## src/rtl/platform_scroll_ctrl_pkg.sv

```systemverilog
// Shared constants, FSM state encoding and table entry type for the platform scroll controller.
package plat_pkg;
  localparam int NUM_PLAT     = 16;
  localparam int IDX_W        = 4;
  localparam int PLAT_SPACING = 30;
  localparam int SCREEN_H     = 480;
  localparam int SCROLL_LINE  = 200;
  localparam int MAX_STEP     = 8;
  localparam int X_OFFSET     = 64;
  localparam int X_RESET      = 320;

  typedef enum logic [2:0] {
    ST_INIT,
    ST_IDLE,
    ST_CALC,
    ST_WALK,
    ST_WAIT_RND,
    ST_DONE
  } state_e;

  typedef struct packed {
    logic [9:0] x;
    logic [9:0] y;
  } plat_pos_t;

  // Scroll only while the ball is rising above the scroll line, capped per frame.
  function automatic logic [9:0] calc_shift(input logic [9:0] ball_y, input logic rising);
    logic [9:0] diff;
    diff = 10'(SCROLL_LINE) - ball_y;
    if (!rising || ball_y >= 10'(SCROLL_LINE)) return '0;
    return (diff > 10'(MAX_STEP)) ? 10'(MAX_STEP) : diff;
  endfunction
endpackage

```

## src/rtl/platform_scroll_ctrl_if.sv

```systemverilog
// Random-value request handshake between the scroll controller (master) and the LFSR chain (slave).
interface platform_scroll_ctrl_if;
  logic       rnd_req;
  logic [8:0] rnd_data;
  logic       rnd_valid;

  modport master (output rnd_req, input rnd_data, input rnd_valid);
  modport slave  (input rnd_req, output rnd_data, output rnd_valid);
endinterface

```

## src/rtl/platform_scroll_ctrl_edge_sync.sv

```systemverilog
// Two-flop synchroniser for the frame strobe plus a one-cycle rising-edge pulse.
module plat_edge_sync (
  input  logic clk_i,
  input  logic rst_n_i,
  input  logic async_i,
  output logic rise_o
);
  logic [2:0] sync_q;

  always_ff @(posedge clk_i or negedge rst_n_i) begin
    if (!rst_n_i) sync_q <= '0;
    else          sync_q <= {sync_q[1:0], async_i};
  end

  assign rise_o = sync_q[1] & ~sync_q[2];
endmodule

```

## src/rtl/platform_scroll_ctrl.sv

```systemverilog
// Platform position table owner: per-frame scroll decision, table walk and recycling of platforms.
// Optional score accumulator is built when PLAT_SCORE_EN is defined.
//
//   state       | meaning
//   ST_INIT     | fetch a random X for every entry after reset
//   ST_IDLE     | wait for a frame event
//   ST_CALC     | compute this frame's shift from the ball position
//   ST_WALK     | shift one entry down per cycle
//   ST_WAIT_RND | entry fell off the bottom; waiting for its new random X
//   ST_DONE     | publish scroll_amt with a one-cycle scroll_valid
module platform_scroll_ctrl
  import plat_pkg::*;
(
  input  logic        Clk,
  input  logic        Reset,
  input  logic        frame_clk,
  input  logic [9:0]  BallY,
  input  logic        ball_rising,
  platform_scroll_ctrl_if.master rnd,
  input  logic [3:0]  rd_idx,
  output logic [9:0]  rd_x,
  output logic [9:0]  rd_y,
  output logic [9:0]  scroll_amt,
  output logic        scroll_valid,
`ifdef PLAT_SCORE_EN
  input  logic        score_clr,
  output logic [15:0] score,
`endif
  output logic        busy
);
  localparam logic [IDX_W-1:0] LAST_IDX = IDX_W'(NUM_PLAT - 1);

  state_e           state_q, state_d;
  logic [IDX_W-1:0] idx_q, idx_d;
  logic [9:0]       shift_q, shift_d;
  logic             rnd_req_q, rnd_req_d;
  logic             busy_q;
  logic [9:0]       scroll_amt_q, rd_x_q, rd_y_q;
  plat_pos_t        tbl_q [NUM_PLAT];

  logic             frame_evt, accept, wrap;
  logic [9:0]       calc_sh, x_new, y_next;
  logic [10:0]      sum;

  plat_edge_sync u_frame_sync (
    .clk_i   (Clk),
    .rst_n_i (Reset),
    .async_i (frame_clk),
    .rise_o  (frame_evt)
  );

  assign calc_sh = calc_shift(BallY, ball_rising);
  assign accept  = rnd_req_q & rnd.rnd_valid;
  assign sum     = {1'b0, tbl_q[idx_q].y} + {1'b0, shift_q};
  assign wrap    = sum >= 11'(SCREEN_H);
  assign y_next  = wrap ? 10'(sum - 11'(SCREEN_H)) : sum[9:0];
  assign x_new   = {1'b0, rnd.rnd_data} + 10'(X_OFFSET);

  always_ff @(posedge Clk or negedge Reset) begin
    if (!Reset) state_q <= ST_INIT;
    else        state_q <= state_d;
  end

  always_comb begin
    state_d = state_q;
    case (state_q)
      ST_INIT:     if (accept && idx_q == LAST_IDX) state_d = ST_IDLE;
      ST_IDLE:     if (frame_evt) state_d = ST_CALC;
      ST_CALC:     state_d = (calc_sh == '0) ? ST_DONE : ST_WALK;
      ST_WALK: begin
        if (wrap)                  state_d = ST_WAIT_RND;
        else if (idx_q == LAST_IDX) state_d = ST_DONE;
      end
      ST_WAIT_RND: if (accept) state_d = (idx_q == LAST_IDX) ? ST_DONE : ST_WALK;
      ST_DONE:     state_d = ST_IDLE;
      default:     state_d = ST_INIT;
    endcase
  end

  // Request drops for at least one cycle after every accepted value.
  always_comb begin
    rnd_req_d    = 1'b0;
    scroll_valid = 1'b0;
    if ((state_d == ST_INIT || state_d == ST_WAIT_RND) && !accept) rnd_req_d = 1'b1;
    if (state_q == ST_DONE) scroll_valid = 1'b1;
  end

  always_comb begin
    idx_d   = idx_q;
    shift_d = shift_q;
    case (state_q)
      ST_INIT:     if (accept) idx_d = idx_q + IDX_W'(1);
      ST_CALC: begin
        idx_d   = '0;
        shift_d = calc_sh;
      end
      ST_WALK:     if (!wrap) idx_d = idx_q + IDX_W'(1);
      ST_WAIT_RND: if (accept) idx_d = idx_q + IDX_W'(1);
      default: ;
    endcase
  end

  always_ff @(posedge Clk or negedge Reset) begin
    if (!Reset) begin
      idx_q        <= '0;
      shift_q      <= '0;
      rnd_req_q    <= 1'b0;
      busy_q       <= 1'b0;
      scroll_amt_q <= '0;
      rd_x_q       <= '0;
      rd_y_q       <= '0;
      for (int i = 0; i < NUM_PLAT; i++) begin
        tbl_q[i].x <= 10'(X_RESET);
        tbl_q[i].y <= 10'(PLAT_SPACING * (i + 1));
      end
    end else begin
      idx_q     <= idx_d;
      shift_q   <= shift_d;
      rnd_req_q <= rnd_req_d;
      busy_q    <= (state_d != ST_IDLE);
      if (state_d == ST_DONE) scroll_amt_q <= shift_d;
      rd_x_q <= tbl_q[rd_idx].x;
      rd_y_q <= tbl_q[rd_idx].y;
      if (state_q == ST_WALK) tbl_q[idx_q].y <= y_next;
      if (accept) tbl_q[idx_q].x <= x_new;
    end
  end

`ifdef PLAT_SCORE_EN
  logic [15:0] score_q;
  logic [16:0] score_sum;

  assign score_sum = {1'b0, score_q} + 17'(shift_q);

  always_ff @(posedge Clk or negedge Reset) begin
    if (!Reset)                  score_q <= '0;
    else if (score_clr)          score_q <= '0;
    else if (state_q == ST_DONE) score_q <= score_sum[16] ? 16'hFFFF : score_sum[15:0];
  end

  assign score = score_q;
`endif

  assign rnd.rnd_req = rnd_req_q;
  assign busy        = busy_q;
  assign scroll_amt  = scroll_amt_q;
  assign rd_x        = rd_x_q;
  assign rd_y        = rd_y_q;
endmodule

```

## src/flat_wrapper.sv

```systemverilog
// flat-port wrapper written by rule: the top's interface ports become plain ports
module platform_scroll_ctrl_flat import plat_pkg::*;
  (Clk, Reset, frame_clk, BallY, ball_rising, rd_idx, rd_x, rd_y, scroll_amt, scroll_valid, busy, rnd_rnd_req, rnd_rnd_data, rnd_rnd_valid);
  platform_scroll_ctrl_if rnd_i ();
  input  logic Clk;
  input  logic Reset;
  input  logic frame_clk;
  input  logic [9:0] BallY;
  input  logic ball_rising;
  input  logic [3:0] rd_idx;
  output logic [9:0] rd_x;
  output logic [9:0] rd_y;
  output logic [9:0] scroll_amt;
  output logic scroll_valid;
  output logic busy;
  output wire logic [$bits(rnd_i.rnd_req)-1:0] rnd_rnd_req;
  input wire logic [$bits(rnd_i.rnd_data)-1:0] rnd_rnd_data;
  input wire logic [$bits(rnd_i.rnd_valid)-1:0] rnd_rnd_valid;
  assign rnd_rnd_req = rnd_i.rnd_req;
  assign rnd_i.rnd_data = rnd_rnd_data;
  assign rnd_i.rnd_valid = rnd_rnd_valid;
  platform_scroll_ctrl u_core (.Clk(Clk), .Reset(Reset), .frame_clk(frame_clk), .BallY(BallY), .ball_rising(ball_rising), .rnd(rnd_i), .rd_idx(rd_idx), .rd_x(rd_x), .rd_y(rd_y), .scroll_amt(scroll_amt), .scroll_valid(scroll_valid), .busy(busy));
endmodule
```

## config.mk

```make
export PLATFORM = sky130hd
export DESIGN_NAME = platform_scroll_ctrl_flat
export DESIGN_NICKNAME = d
export VERILOG_FILES = /design/src/rtl/platform_scroll_ctrl_pkg.sv /design/src/rtl/platform_scroll_ctrl_if.sv /design/src/rtl/platform_scroll_ctrl_edge_sync.sv /design/src/rtl/platform_scroll_ctrl.sv /design/src/flat_wrapper.sv
export SDC_FILE = /design/constraint.sdc
export NUM_CORES = 1
export LEC_CHECK = 0
export ABC_AREA = 1
export CAP_MARGIN = 20
export CORE_MARGIN = 8
export CORE_UTILIZATION = 55
export DETAILED_ROUTE_END_ITERATION = 12
export PLACE_DENSITY = 0.73
export SYNTH_ARGS = -nofsm -noshare
export SYNTH_HDL_FRONTEND = slang
export SYNTH_SLANG_ARGS = --single-unit
```

## constraint.sdc

```tcl
create_clock -name Clk -period 3.95 [get_ports Clk]
set_input_delay 0.79 -clock Clk [delete_from_list [all_inputs] [get_ports Clk]]
set_output_delay 0.79 -clock Clk [all_outputs]
set_load 0.03 [all_outputs]
```

==> results.txt, run 1 <==
----------------------------------------------------
[Power and ir drop]
  Comb pwr share ... 40.0%
  Total power ... about 17 mW
  Switching portion of total power ... 39.38%
  Switching power summed over all nets ... between 6 and 7 mW
  Part of the power in the clock network ... 22.9%
  Flop pwr share ... between 30% and 40%
  Leakage power ... ~9.4 nW
  Maximum VDD drop ... around 460 uV
  Power per Cell Area ... 769.3 nW/um^2
  Internal power ... approximately 10 mW

[Floorplan]
  Number of core rows ... just under 70
  Effective utilization at floorplan ... between 50% and 60%
  Die W ... between 200 and 250 um
  Top-level I/O count ... 61
  Area enclosed by the die boundary ... 40730 sq um
  Die outline height ... about 200 um
  Core Box Area ... about 34000 sq um

[Logic synthesis]
  Number of warnings reported in the yosys synthesis log ... 0
  Top cell type's share of synthesized area ... a little over a third
  Share of flip-flops with an asynchronous set or reset after synthesis ... 100.0%
  Cell with the most instances after synthesis ... o21ai_0
  Share of the yosys chip area belonging to registers ... roughly half
  Post-synthesis average cell area ... between 8 and 9 sq um
  Primary FF master, synth ... dfrtp_1
  Post-Synthesis Net Count ... around 2400
  Library cell with the largest summed area after synthesis ... dfrtp_1
  Biggest area contributors in the synthesized netlist ... dfrtp_1 36%, dfstp_2 13%, o21ai_0 13%
  Number of unique standard cell types used by synthesis ... 44
  Synthesized cell area ... roughly 19000 sq um
  Post-synthesis cell count ... about 2300
  Number of enable-type register cells in the synthesized netlist ... 0
  Flop and latch count out of synthesis ... between 300 and 400
  List of most frequent post-synthesis cells ... 497 x o21ai_0, 485 x nand2_1, 276 x dfrtp_1

[STA]
  Final worst path period share ... a little over nine tenths
  Worst-margin pin slew ... about 1.1 ns
  Remaining max-slew budget at the tightest pin ... approximately 24%
  Post-layout min period ... approximately 3.8 ns
  FMAX ... about 0.26 GHz
  Clock Skews ... approximately 0.018 ns
  Number of failing setup endpoints in the final timing report ... 0
  Final Max Tran Viols ... 0
  Final hold violations ... 0

[Clocking]
  CTS H-tree depth ... 2
  Sink Count ... approximately 370
  Buffers from clock root to sink, at most ... 3
  Buffer type at the clock tree root ... clkbuf_16
  Worst skew pair latency ... around 0.55 ns
  Post-CTS Hold Buffers ... 0
  Clock transition at path regs ... roughly 0.060 ns
  Number of buffers created by CTS ... 40
  CTS tree ... yes

[Global route]
  Wire length of the first global-routing pass ... between 80 and 90 mm
  Maximum number of pins on one net before global-route repair ... 84
  Gr usage total ... 26.00%
  Number of global-route vias before repair ... approximately 16000
  Antenna violations before repair ... 0
  Final global-route overflow total ... 0

[Finish]
  Sequential cell area ... ~9400 sq um
  Area of the multi-input gates ... between 8000 and 9000 sq um
  Count of fill cells added during filler insertion ... just under 3000
  Final antenna diode count ... 0
  Nets ... roughly 2400
  Share of cells above drive strength 1 ... between 10% and 20%
  Cell area after layout ... 21620 sq um
  Area added between synthesis and finish ... 13.84%

[Worst setup path]
  Critical Path Source Type ... flip-flop
  Delay contributed by the slowest stage of the critical path ... about 0.57 ns
  Worst Path Max Fanout ... 34
  Critical path cell sequence ... clkinvlp_4, buf_12, nor2_1, o21ai_0, nand2_1, nand4_1, fa_2, inv_1, nand2_1, nor2_1, nand3_1, nor2_1, nand2_1, nor2_1, nand3_2, nand2_4, nand2_1, xor2_2, inv_2, buf_12, o21ai_0
  Critical-path cell with the highest stage delay ... dfrtp_4
  CP Data Required Time ... 4.38 ns
  Arrival time at the worst endpoint ... between 4 and 5 ns
  Startpoint-to-endpoint class of the critical path ... flip-flop to flip-flop
  Critical Path Sink Type ... flip-flop

[Routing]
  DR DRC count ... 0
  Routed WL per cell ... around 19 um
  Antenna Nets Post-Route ... 0
  Via count of the routed design ... about 17000
  Vias per Instance ... between 5 and 6
  Iter 0 DRT Violations ... 1550
  Pre-antenna DRT Iters ... 6
  Total routed wirelength ... about 54 mm

[Placed design]
  # port buffers ... 60
  Final RePlAce weighted congestion ... 0.8949
  Post-detailed-placement half-perimeter wirelength ... roughly 34 mm
  Placement-stage cell area ... approximately 20000 sq um

[Hold path]
  Hold Crit Class ... primary input to asynchronous set/reset pin

[Job]
  MaxCap Viol Count ... 0

[Run status]
  Run status ... complete, no violations

----------------------------------------------------
[cells in the final DEF (no fill, tap or decap), types with 14 or more instances in the layout]
| cell type | netlist | final |
|---|---|---|
| nor2_1 | 125 | 124 |
| clkbuf_16 | 0 | 43 |
| dfrtp_1 | 276 | 274 |
| o21ai_2 | 21 | 21 |
| dfstp_2 | 96 | 96 |
| nand4_1 | 26 | 26 |
| nand3_1 | 45 | 45 |
| a21oi_1 | 200 | 200 |
| nand2_1 | 485 | 484 |
| o21ai_0 | 497 | 491 |
| o211ai_1 | 50 | 50 |
| inv_1 | 178 | 178 |
| buf_12 | 2 | 14 |
| mux2i_1 | 58 | 58 |
| buf_4 | 2 | 51 |
| clkdlybuf4s50_1 | 0 | 56 |
[power groups by stage]
stage          Sequential, mW  Clock [mW]  Combinational (mW)
3_5_place_dp             6.20           0                6.35
3_3_place_gp             6.14           0                6.20
6_report                 6.17        3.81                6.65
4_1_cts                  6.15        3.87                6.39
5_1_grt                  6.32        4.03                7.39
2_1_floorplan            6.08           0                4.19
[metal layers]
metal / global-route usage (%) / wire (um)
met5: 0 / 0
met4: 12.60 / 2826
met3: 3.298 / 3754
met2: 42.83 / 25190
met1: 33.70 / 21910
[worst paths after layout]
check                                         startpoint                       endpoint  slack (ns)  depth (start not counted)
min in group Clk           u_core.u_frame_sync.sync_q[0]  u_core.u_frame_sync.sync_q[1]        0.37                          0
max in group asynchronous                          Reset              u_core.tbl_q[166]        2.75                          2
max reg2reg                              u_core.idx_q[0]              u_core.tbl_q[208]        0.17                         21
max                                      u_core.idx_q[0]              u_core.tbl_q[208]        0.17                         21
min                                                Reset               u_core.tbl_q[10]        0.23                          1
min reg2reg                u_core.u_frame_sync.sync_q[0]  u_core.u_frame_sync.sync_q[1]        0.37                          0
[cells by family after synthesis]
logic type	share of synthesized area, %
AO/OA/AOI/OAI	22.42
XOR/XNOR	0.2702
adder cells (fa/ha/maj)	1.291
buffers and inverters	7.373
flip-flops	49.65
multiplexers	3.532
AND/OR/NAND/NOR	15.46
[timing repair]
action / in CTS / in global routing
hold endpoints to repair: 0 / 0
buffers inserted: 0 / 3
endpoints found under the setup margin: 0 / 60
resized for setup: 0 / 19
[critical path, delay by kind of cell, from the launching register on]
family | cells | cell delay (ns)
AOI/OAI and AO/OA | 2 | 0.58
xor gates and xnor gates | 1 | 0.21
adders and majority gates | 1 | 0.46
buffers and inverters | 5 | 0.65
DFF | 1 | 0.57
and+or+nand+nor | 12 | 1.22
[flip-flops by register name, summed over array words and instances, names as in the netlist]
signal and cells:
u_core.shift_q 10, u_core.rnd.rnd_req 1, u_core.rd_y 10, u_core.idx_q 4
u_core.u_frame_sync.sync_q 3, u_core.state_q 3, u_core.busy 1, u_core.tbl_q 320
u_core.scroll_amt 10, u_core.rd_x 10
[cell type report]
| class | count | share of cell area [%] |
|---|---|---|
| clock buffers | 59 | 5.481 |
| clock inverters | 13 | 0.7119 |
| inverters | 185 | 3.230 |
| multi-input cells | 1603 | 38.22 |
| flip-flops and latches | 372 | 43.64 |
| well taps | 455 | 2.634 |
| repair buffers | 127 | 6.083 |
[metrics by stage]
step                std cells  utilization, %  setup TNS [ns]  hold WS (ns)  setup slack, ns
detailed placement       2737           58.74               0        0.3582         0.009740
global placement         2737           58.74               0        0.3366          0.08912
CTS                      2809           62.64               0        0.2684          0.02045
finish                   2814           63.05               0        0.2301           0.1676
global route             2814           63.05        -0.01314        0.2812         -0.01314
floorplan                2329               -               0        0.3312           0.3968
Power figures use the tool's default switching activity.
==> run 2: changes to the inputs <==
--- a/config.mk
+++ b/config.mk
@@ -13,4 +13,5 @@
 export PLACE_DENSITY = 0.73
 export SYNTH_ARGS = -nofsm -noshare
 export SYNTH_HDL_FRONTEND = slang
+export SYNTH_HIERARCHICAL = 1
 export SYNTH_SLANG_ARGS = --single-unit
==> run 2 against run 1 <==
  * First-iteration DRC count up 6.1%
  * Clock power increased by 1%
  * Core utilization up 1.4 points
  * Setup slack worse by 0.19 ns
  * Via count grew 2.9%
  * Synthesized area about the same
  * Non-clock buffer count increased by 26
  * Sequential power shrank 11%
  * The run now ends with setup timing left
==> results.txt, run 2 <==
----------------------------------------------------
[Run status]
  Run status ... finished with violations
  Violated checks ... setup timing

[Floorplan]
  Number of core rows ... approximately 70
  Core Box Area ... around 34000 sq um
  Area enclosed by the die boundary ... between 40000 and 50000 sq um
  Die W ... between 200 and 250 um
  Die outline height ... between 200 and 250 um
  Effective utilization at floorplan ... between 50% and 60%
  Top-level I/O count ... 61

[STA]
  Worst-margin pin slew ... ~1.1 ns
  Unrepaired setup endpoints after global routing ... yes
  Remaining max-slew budget at the tightest pin ... ~25%
  FMAX ... ~0.25 GHz
  Minimum setup slack in the final design ... -0.02397 ns
  Clock Skews ... around 0.017 ns
  Post-layout min period ... between 3 and 4 ns
  Final worst path period share ... 100.6%
  Final Max Tran Viols ... 0
  Number of failing setup endpoints in the final timing report ... 6
  Final hold violations ... 0

[Logic synthesis]
  Post-synthesis cell count ... around 2400
  List of most frequent post-synthesis cells ... 515 x nand2_1, 506 x o21ai_0, 276 x dfrtp_1
  Number of warnings reported in the yosys synthesis log ... 6
  Number of enable-type register cells in the synthesized netlist ... 0
  Biggest area contributors in the synthesized netlist ... dfrtp_1 36%, o21ai_0 13%, dfstp_2 13%
  Post-Synthesis Net Count ... 2429
  Cell with the most instances after synthesis ... nand2_1
  Synthesized cell area ... roughly 19000 sq um
  Primary FF master, synth ... dfrtp_1
  Post-synthesis average cell area ... 7.973 sq um
  Library cell with the largest summed area after synthesis ... dfrtp_1
  Flop and latch count out of synthesis ... about 370
  Share of flip-flops with an asynchronous set or reset after synthesis ... 100.0%
  Share of the yosys chip area belonging to registers ... approximately half
  Number of unique standard cell types used by synthesis ... between 40 and 50
  Top cell type's share of synthesized area ... between 30% and 40%

[Routing]
  Total routed wirelength ... between 50 and 60 mm
  Vias per Instance ... between 5 and 6
  Iter 0 DRT Violations ... approximately 1600
  Routed WL per cell ... ~19 um
  Pre-antenna DRT Iters ... 7
  DR DRC count ... 0
  Via count of the routed design ... 17180
  Antenna Nets Post-Route ... 0

[Clocking]
  Clock transition at path regs ... 0.06 ns
  Sink Count ... between 300 and 400
  CTS H-tree depth ... 2
  Number of buffers created by CTS ... 41
  Buffers from clock root to sink, at most ... 3
  Post-CTS Hold Buffers ... 0
  CTS tree ... yes
  Buffer type at the clock tree root ... clkbuf_16
  Worst skew pair latency ... between 0.5 and 0.6 ns

[Global route]
  Gr usage total ... 26.81%
  Maximum number of pins on one net before global-route repair ... roughly 120
  Antenna violations before repair ... 1
  Number of global-route vias before repair ... 16640
  Final global-route overflow total ... 0
  Wire length of the first global-routing pass ... between 80 and 90 mm

[Power and ir drop]
  Switching portion of total power ... approximately two fifths
  Power per Cell Area ... slightly above 700 nW/um^2
  Internal power ... between 9 and 10 mW
  Comb pwr share ... between 30% and 40%
  Part of the power in the clock network ... 24.8%
  Leakage power ... between 9 and 10 nW
  Maximum VDD drop ... 473.7 uV
  Flop pwr share ... a little over a third
  Switching power summed over all nets ... between 5 and 6 mW

[Finish]
  Area added between synthesis and finish ... 16.27%
  Nets ... between 2000 and 2500
  Cell area after layout ... 22080 sq um
  Reg with most FFs ... u_core/tbl_q
  Utilization after layout ... approximately 64%
  Leading cell types in the layout, fill and taps excluded ... 506 x nand2_1, 485 x o21ai_0, 274 x dfrtp_1
  Final antenna diode count ... 0
  Max FFs per register ... 320
  Leading cell type in the layout, fill and taps excluded ... nand2_1
  Share of cells above drive strength 1 ... 13.45%

[Placed design]
  # port buffers ... 60
  Final RePlAce weighted congestion ... around 0.96
  Placement-stage cell area ... 20310 sq um
  Post-detailed-placement half-perimeter wirelength ... between 30 and 40 mm

[Job]
  MaxCap Viol Count ... 0

[Worst setup path]
  Critical Path Sink Type ... flip-flop
  FF-to-FF path depth ... 24
  Critical Path Source Type ... flip-flop
  Startpoint-to-endpoint class of the critical path ... flip-flop to flip-flop
  CP Data Required Time ... between 4 and 5 ns
  Worst Path Max Fanout ... 16
  Arrival time at the worst endpoint ... 4.45 ns

[Hold path]
  Hold Crit Class ... primary input to asynchronous set/reset pin

----------------------------------------------------
[run 2: cell types whose count changed in the layout (fill, tap and decap cells not counted), sizes merged, moves of 7 or more]
cell,delta
nor3,-8
mux2i,-12
clkinv,+20
nor2,+19
buf,+25
nand2,+27
a21oi,-7
inv,+29
o21ai,+17
[run 2: worst max-delay path, stage by stage, from the launching register on]
cell and delay, ns:
dfrtp_4 0.55, buf_4 0.18, clkbuf_16 0.17, o21ai_0 0.23
o21ai_1 0.13, nand2_1 0.09, nand4_1 0.25, ha_4 0.39
nand2_2 0.08, nor2_2 0.12, nand2_1 0.09, nand3_2 0.08
nand2_1 0.07, nand2_2 0.10, buf_6 0.13, nand2_1 0.07
nor2_2 0.09, buf_4 0.13, a21oi_1 0.08, nand3_1 0.14
nand2_2 0.09, a21oi_4 0.28, buf_4 0.20, nand4_1 0.08
nand2_1 0.08
[run 2: kinds of logic after synthesis]
| family | share of synthesized area (%) |
|---|---|
| adders and majority gates | 1.291 |
| buffers and inverters | 7.781 |
| and+or+nand+nor | 15.78 |
| muxes | 2.602 |
| xor gates and xnor gates | 0.4942 |
| AOI/OAI and AO/OA | 22.40 |
| DFF | 49.65 |
[run 2: layout make-up]
class / instances / area, sq um
clock inverters: 13 / 152.6
flip-flops and latches: 372 / 9434
clock buffers: 63 / 1211
inverters: 235 / 893.4
fillers: 2822 / 12210
repair buffers: 153 / 1526
well taps: 455 / 569.3
multi-input cells: 1625 / 8294
[run 2: power groups by stage]
| stage | Combinational [mW] | Sequential [mW] | Clock [mW] |
|---|---|---|---|
| floorplan | 3.46 | 5.51 | 0 |
| global placement | 5.42 | 5.49 | 0 |
| detailed placement | 5.52 | 5.53 | 0 |
| CTS | 5.60 | 5.48 | 3.91 |
| global route | 6.76 | 5.62 | 4.06 |
| finish | 6.18 | 5.51 | 3.86 |
[run 2: metrics by stage]
stage / std cells / setup TNS [ns] / hold slack, ns / power, mW / worst slack, ns
2_1_floorplan: 2382 / 0 / 0.3312 / 8.969 / 0.02830
3_3_place_gp: 2828 / 0 / 0.3418 / 10.91 / 0.1098
3_5_place_dp: 2828 / 0 / 0.3362 / 11.05 / 0.01712
4_1_cts: 2904 / 0 / 0.3414 / 14.99 / 0.01040
5_1_grt: 2916 / -3.677 / 0.3515 / 16.44 / -0.1668
6_report: 2916 / -0.06450 / 0.2790 / 15.55 / -0.02397
[run 2: path summary, 6_finish.rpt]
check / from / end / slack [ns]
max: u_core/idx_q[0] / u_core/scroll_amt[4] / -0.02
min: Reset / u_core/tbl_q[53] / 0.28
max reg2reg: u_core/idx_q[0] / u_core/scroll_amt[4] / -0.02
min reg2reg: u_core/u_frame_sync/sync_q[0] / u_core/u_frame_sync/sync_q[1] / 0.35
max in group asynchronous: Reset / u_core/tbl_q[125] / 2.64
min in group Clk: u_core/u_frame_sync/sync_q[0] / u_core/u_frame_sync/sync_q[1] / 0.35
[run 2: metal layers]
layer	GRT usage, %	routed length, um
met2	43.41	26380
met1	35.42	23220
met4	12.29	2606
met5	0	0
met3	3.842	4461
[run 2: repair_timing]
action / in CTS / in global routing
pin swaps: 0 / 16
buffers inserted: 0 / 8
cloned: 0 / 4
gates resized for setup: 4 / 77
endpoints found under the setup margin: 4 / 98
==> run 3: changes to the inputs <==
--- a/config.mk
+++ b/config.mk
@@ -7,10 +7,12 @@
 export LEC_CHECK = 0
 export ABC_AREA = 1
 export CAP_MARGIN = 20
+export CELL_PAD_IN_SITES_DETAIL_PLACEMENT = 0
+export CELL_PAD_IN_SITES_GLOBAL_PLACEMENT = 2
 export CORE_MARGIN = 8
-export CORE_UTILIZATION = 55
+export CORE_UTILIZATION = 38
 export DETAILED_ROUTE_END_ITERATION = 12
-export PLACE_DENSITY = 0.73
+export PLACE_DENSITY_LB_ADDON = 0.1
 export SYNTH_ARGS = -nofsm -noshare
 export SYNTH_HDL_FRONTEND = slang
 export SYNTH_HIERARCHICAL = 1
==> run 3 against run 2 <==
  * The flow now finishes without violations
  * Critical path depth is 2 lower
  * Total power rose by 8.6%
  * Routed wire length is 14% higher
  * Count of clock-buffer cells in the layout increased by 9
  * Hold slack got worse by 0.059 ns
  * Non-clock buffer count up 31
  * Core utilization decreased by 18 points
  * First-iteration DRC count decreased by 15%
  * Critical path type unchanged
  * Clock power grew 15%
==> results.txt, run 3 (synthesis gave the netlist of run 2 again) <==
----------------------------------------------------
[Run status]
  Run status ... complete, no violations

[Finish]
  Leading cell type in the layout, fill and taps excluded ... nand2_1
  Final antenna diode count ... 0
  Max FFs per register ... 320
  Reg with most FFs ... u_core/tbl_q
  Nets ... approximately 2500
  Area added between synthesis and finish ... 21.09%
  Leading cell types in the layout, fill and taps excluded ... 507 x nand2_1, 475 x o21ai_0, 274 x dfrtp_1
  Non-filler cells in the finished layout ... 3172
  Share of cells above drive strength 1 ... between 10% and 20%
  Utilization after layout ... between 40% and 50%
  Cell area after layout ... between 20000 and 25000 sq um

[STA]
  Final hold violations ... 0
  Remaining max-slew budget at the tightest pin ... around 37%
  Clock Skews ... around 0.019 ns
  FMAX ... 0.2587 GHz
  Minimum setup slack in the final design ... around 0.084 ns
  Final worst path period share ... around 100%
  Worst-margin pin slew ... 0.9505 ns
  Post-layout min period ... ~3.9 ns
  Number of failing setup endpoints in the final timing report ... 0
  Final Max Tran Viols ... 0

[Worst setup path]
  Delay-heaviest family, CP ... simple AND/OR/NAND/NOR gates
  Critical Path Source Type ... flip-flop
  Worst Path Max Fanout ... 12
  Startpoint of the worst register-to-register path ... u_core/idx_q[0]
  Arrival time at the worst endpoint ... around 4.3 ns
  Number of logic stages on the critical path including buffering ... 22
  Critical path origin ... u_core/idx_q[0]
  Critical path cell sequence ... buf_12, buf_4, o21ai_0, o21ai_0, nand2_1, nand4_1, ha_4, nand2_1, nor2_1, nand2_1, nand4_1, nand2_2, ha_4, nand3_2, nor2_4, nor2_4, nand3_4, buf_4, nand2_2, xor2_4, inv_4, o21ai_0
  Critical Path Sink Type ... flip-flop
  CP Buf/Inv Count ... 4
  Startpoint-to-endpoint class of the critical path ... flip-flop to flip-flop
  Delay contributed by the slowest stage of the critical path ... 0.56 ns
  CP Data Required Time ... ~4.4 ns
  Critical-path cell with the highest stage delay ... dfrtp_4
  FF-to-FF path depth ... 22

[Clocking]
  Sink Count ... about 370
  Number of buffers created by CTS ... 46
  Worst skew pair latency ... between 0.5 and 0.6 ns
  Buffer type at the clock tree root ... clkbuf_16
  CTS H-tree depth ... 2
  Buffers from clock root to sink, at most ... 3
  Clock transition at path regs ... approximately 0.06 ns
  CTS tree ... yes

[Floorplan]
  Core Box Area ... about 50000 sq um
  Die W ... ~240 um
  Number of core rows ... between 80 and 90
  Effective utilization at floorplan ... between 30% and 40%
  Area enclosed by the die boundary ... 57380 sq um
  Top-level I/O count ... between 60 and 70
  Die outline height ... ~240 um

[Hold path]
  Hold Crit Class ... primary input to asynchronous set/reset pin

[Placed design]
  Final RePlAce weighted congestion ... ~0.81
  Placement-stage cell area ... around 21000 sq um
  Placed cells ... around 3100
  Post-placement worst setup slack ... -0.03369 ns
  Post-detailed-placement half-perimeter wirelength ... between 30 and 40 mm
  # port buffers ... 60

[Routing]
  Vias per Instance ... about 5.2
  Routed WL per cell ... around 20 um
  Pre-antenna DRT Iters ... 6
  Iter 0 DRT Violations ... ~1400
  DR DRC count ... 0
  Via count of the routed design ... between 15000 and 20000
  Total routed wirelength ... between 60 and 70 mm
  Antenna Nets Post-Route ... 0

[Global route]
  Final global-route overflow total ... 0
  Antenna violations before repair ... 0
  Maximum number of pins on one net before global-route repair ... approximately 110
  Number of global-route vias before repair ... between 15000 and 20000
  Gr usage total ... between 20% and 30%
  Wire length of the first global-routing pass ... roughly 100 mm

[Power and ir drop]
  Switching portion of total power ... 38.23%
  Power per Cell Area ... ~730 nW/um^2
  Leakage power ... approximately 10 nW
  Maximum VDD drop ... ~430 uV
  Part of the power in the clock network ... about a quarter
  Comb pwr share ... 41.1%
  Switching power summed over all nets ... about 6.5 mW
  Total power ... ~17 mW
  Flop pwr share ... around a third
  Internal power ... roughly 10 mW

[Job]
  MaxCap Viol Count ... 0

----------------------------------------------------
-- run 3: cell type report --
class / instances / area (sq um)
inverters: 235 / 888.4
clock inverters: 13 / 196.4
flip-flops and latches: 372 / 9434
repair buffers: 184 / 1944
well taps: 672 / 840.8
clock buffers: 72 / 1403
multi-input cells: 1624 / 8289
fillers: 5025 / 26760
-- run 3: power groups by stage --
| stage | clock network [mW] | logic (mW) | registers, mW |
|---|---|---|---|
| global placement | 0 | 6.05 | 5.52 |
| CTS | 4.56 | 6.19 | 5.48 |
| floorplan | 0 | 3.46 | 5.51 |
| global route | 4.71 | 7.61 | 5.62 |
| finish | 4.44 | 6.94 | 5.50 |
| detailed placement | 0 | 6.10 | 5.54 |
-- run 3: path summary, 6_finish.rpt --
check | to | slack (ns)
setup / recovery | u_core/tbl_q[248] | 0.08
hold / removal | u_core/tbl_q[132] | 0.22
setup reg to reg | u_core/tbl_q[248] | 0.08
hold reg to reg | u_core/u_frame_sync/sync_q[1] | 0.36
max in group asynchronous | u_core/tbl_q[283] | 2.83
min in group Clk | u_core/u_frame_sync/sync_q[1] | 0.36
-- run 3: worst register-to-register path, cell delays in order, from the launching register on --
cell and delay (ns):
dfrtp_4 0.56, buf_12 0.18, buf_4 0.17, o21ai_0 0.15
o21ai_0 0.12, nand2_1 0.09, nand4_1 0.28, ha_4 0.41
nand2_1 0.05, nor2_1 0.09, nand2_1 0.09, nand4_1 0.15
nand2_2 0.09, ha_4 0.17, nand3_2 0.08, nor2_4 0.05
nor2_4 0.13, nand3_4 0.14, buf_4 0.17, nand2_2 0.09
xor2_4 0.22, inv_4 0.11, o21ai_0 0.17
-- run 3: per-layer routing --
metal / vias to the layer above / share of wire [%] / global-route usage, %
met5: - / 0 / 0
met4: 0 / 2.4 / 6.325
met3: 86 / 4.5 / 2.818
met2: 410 / 47 / 35.56
met1: 8003 / 46 / 30.53
li1: 8062 / - / -
-- run 3: stage by stage --
stage | TNS [ns] | hold WS, ns
final | 0 | 0.2205
after global routing | -2.733 | 0.2647
after CTS | 0 | 0.2325
after detailed placement | -0.2638 | 0.3466
after global placement | 0 | 0.3403
after floorplan | 0 | 0.3312
-- run 3: what timing repair did --
action | 4_1_cts | 5_1_grt
hold buffers | 0 | 0
pin swaps | 0 | 20
buffers inserted | 0 | 12
gates cloned | 0 | 9
setup endpoints to repair | 17 | 99
gates resized for setup | 6 | 78
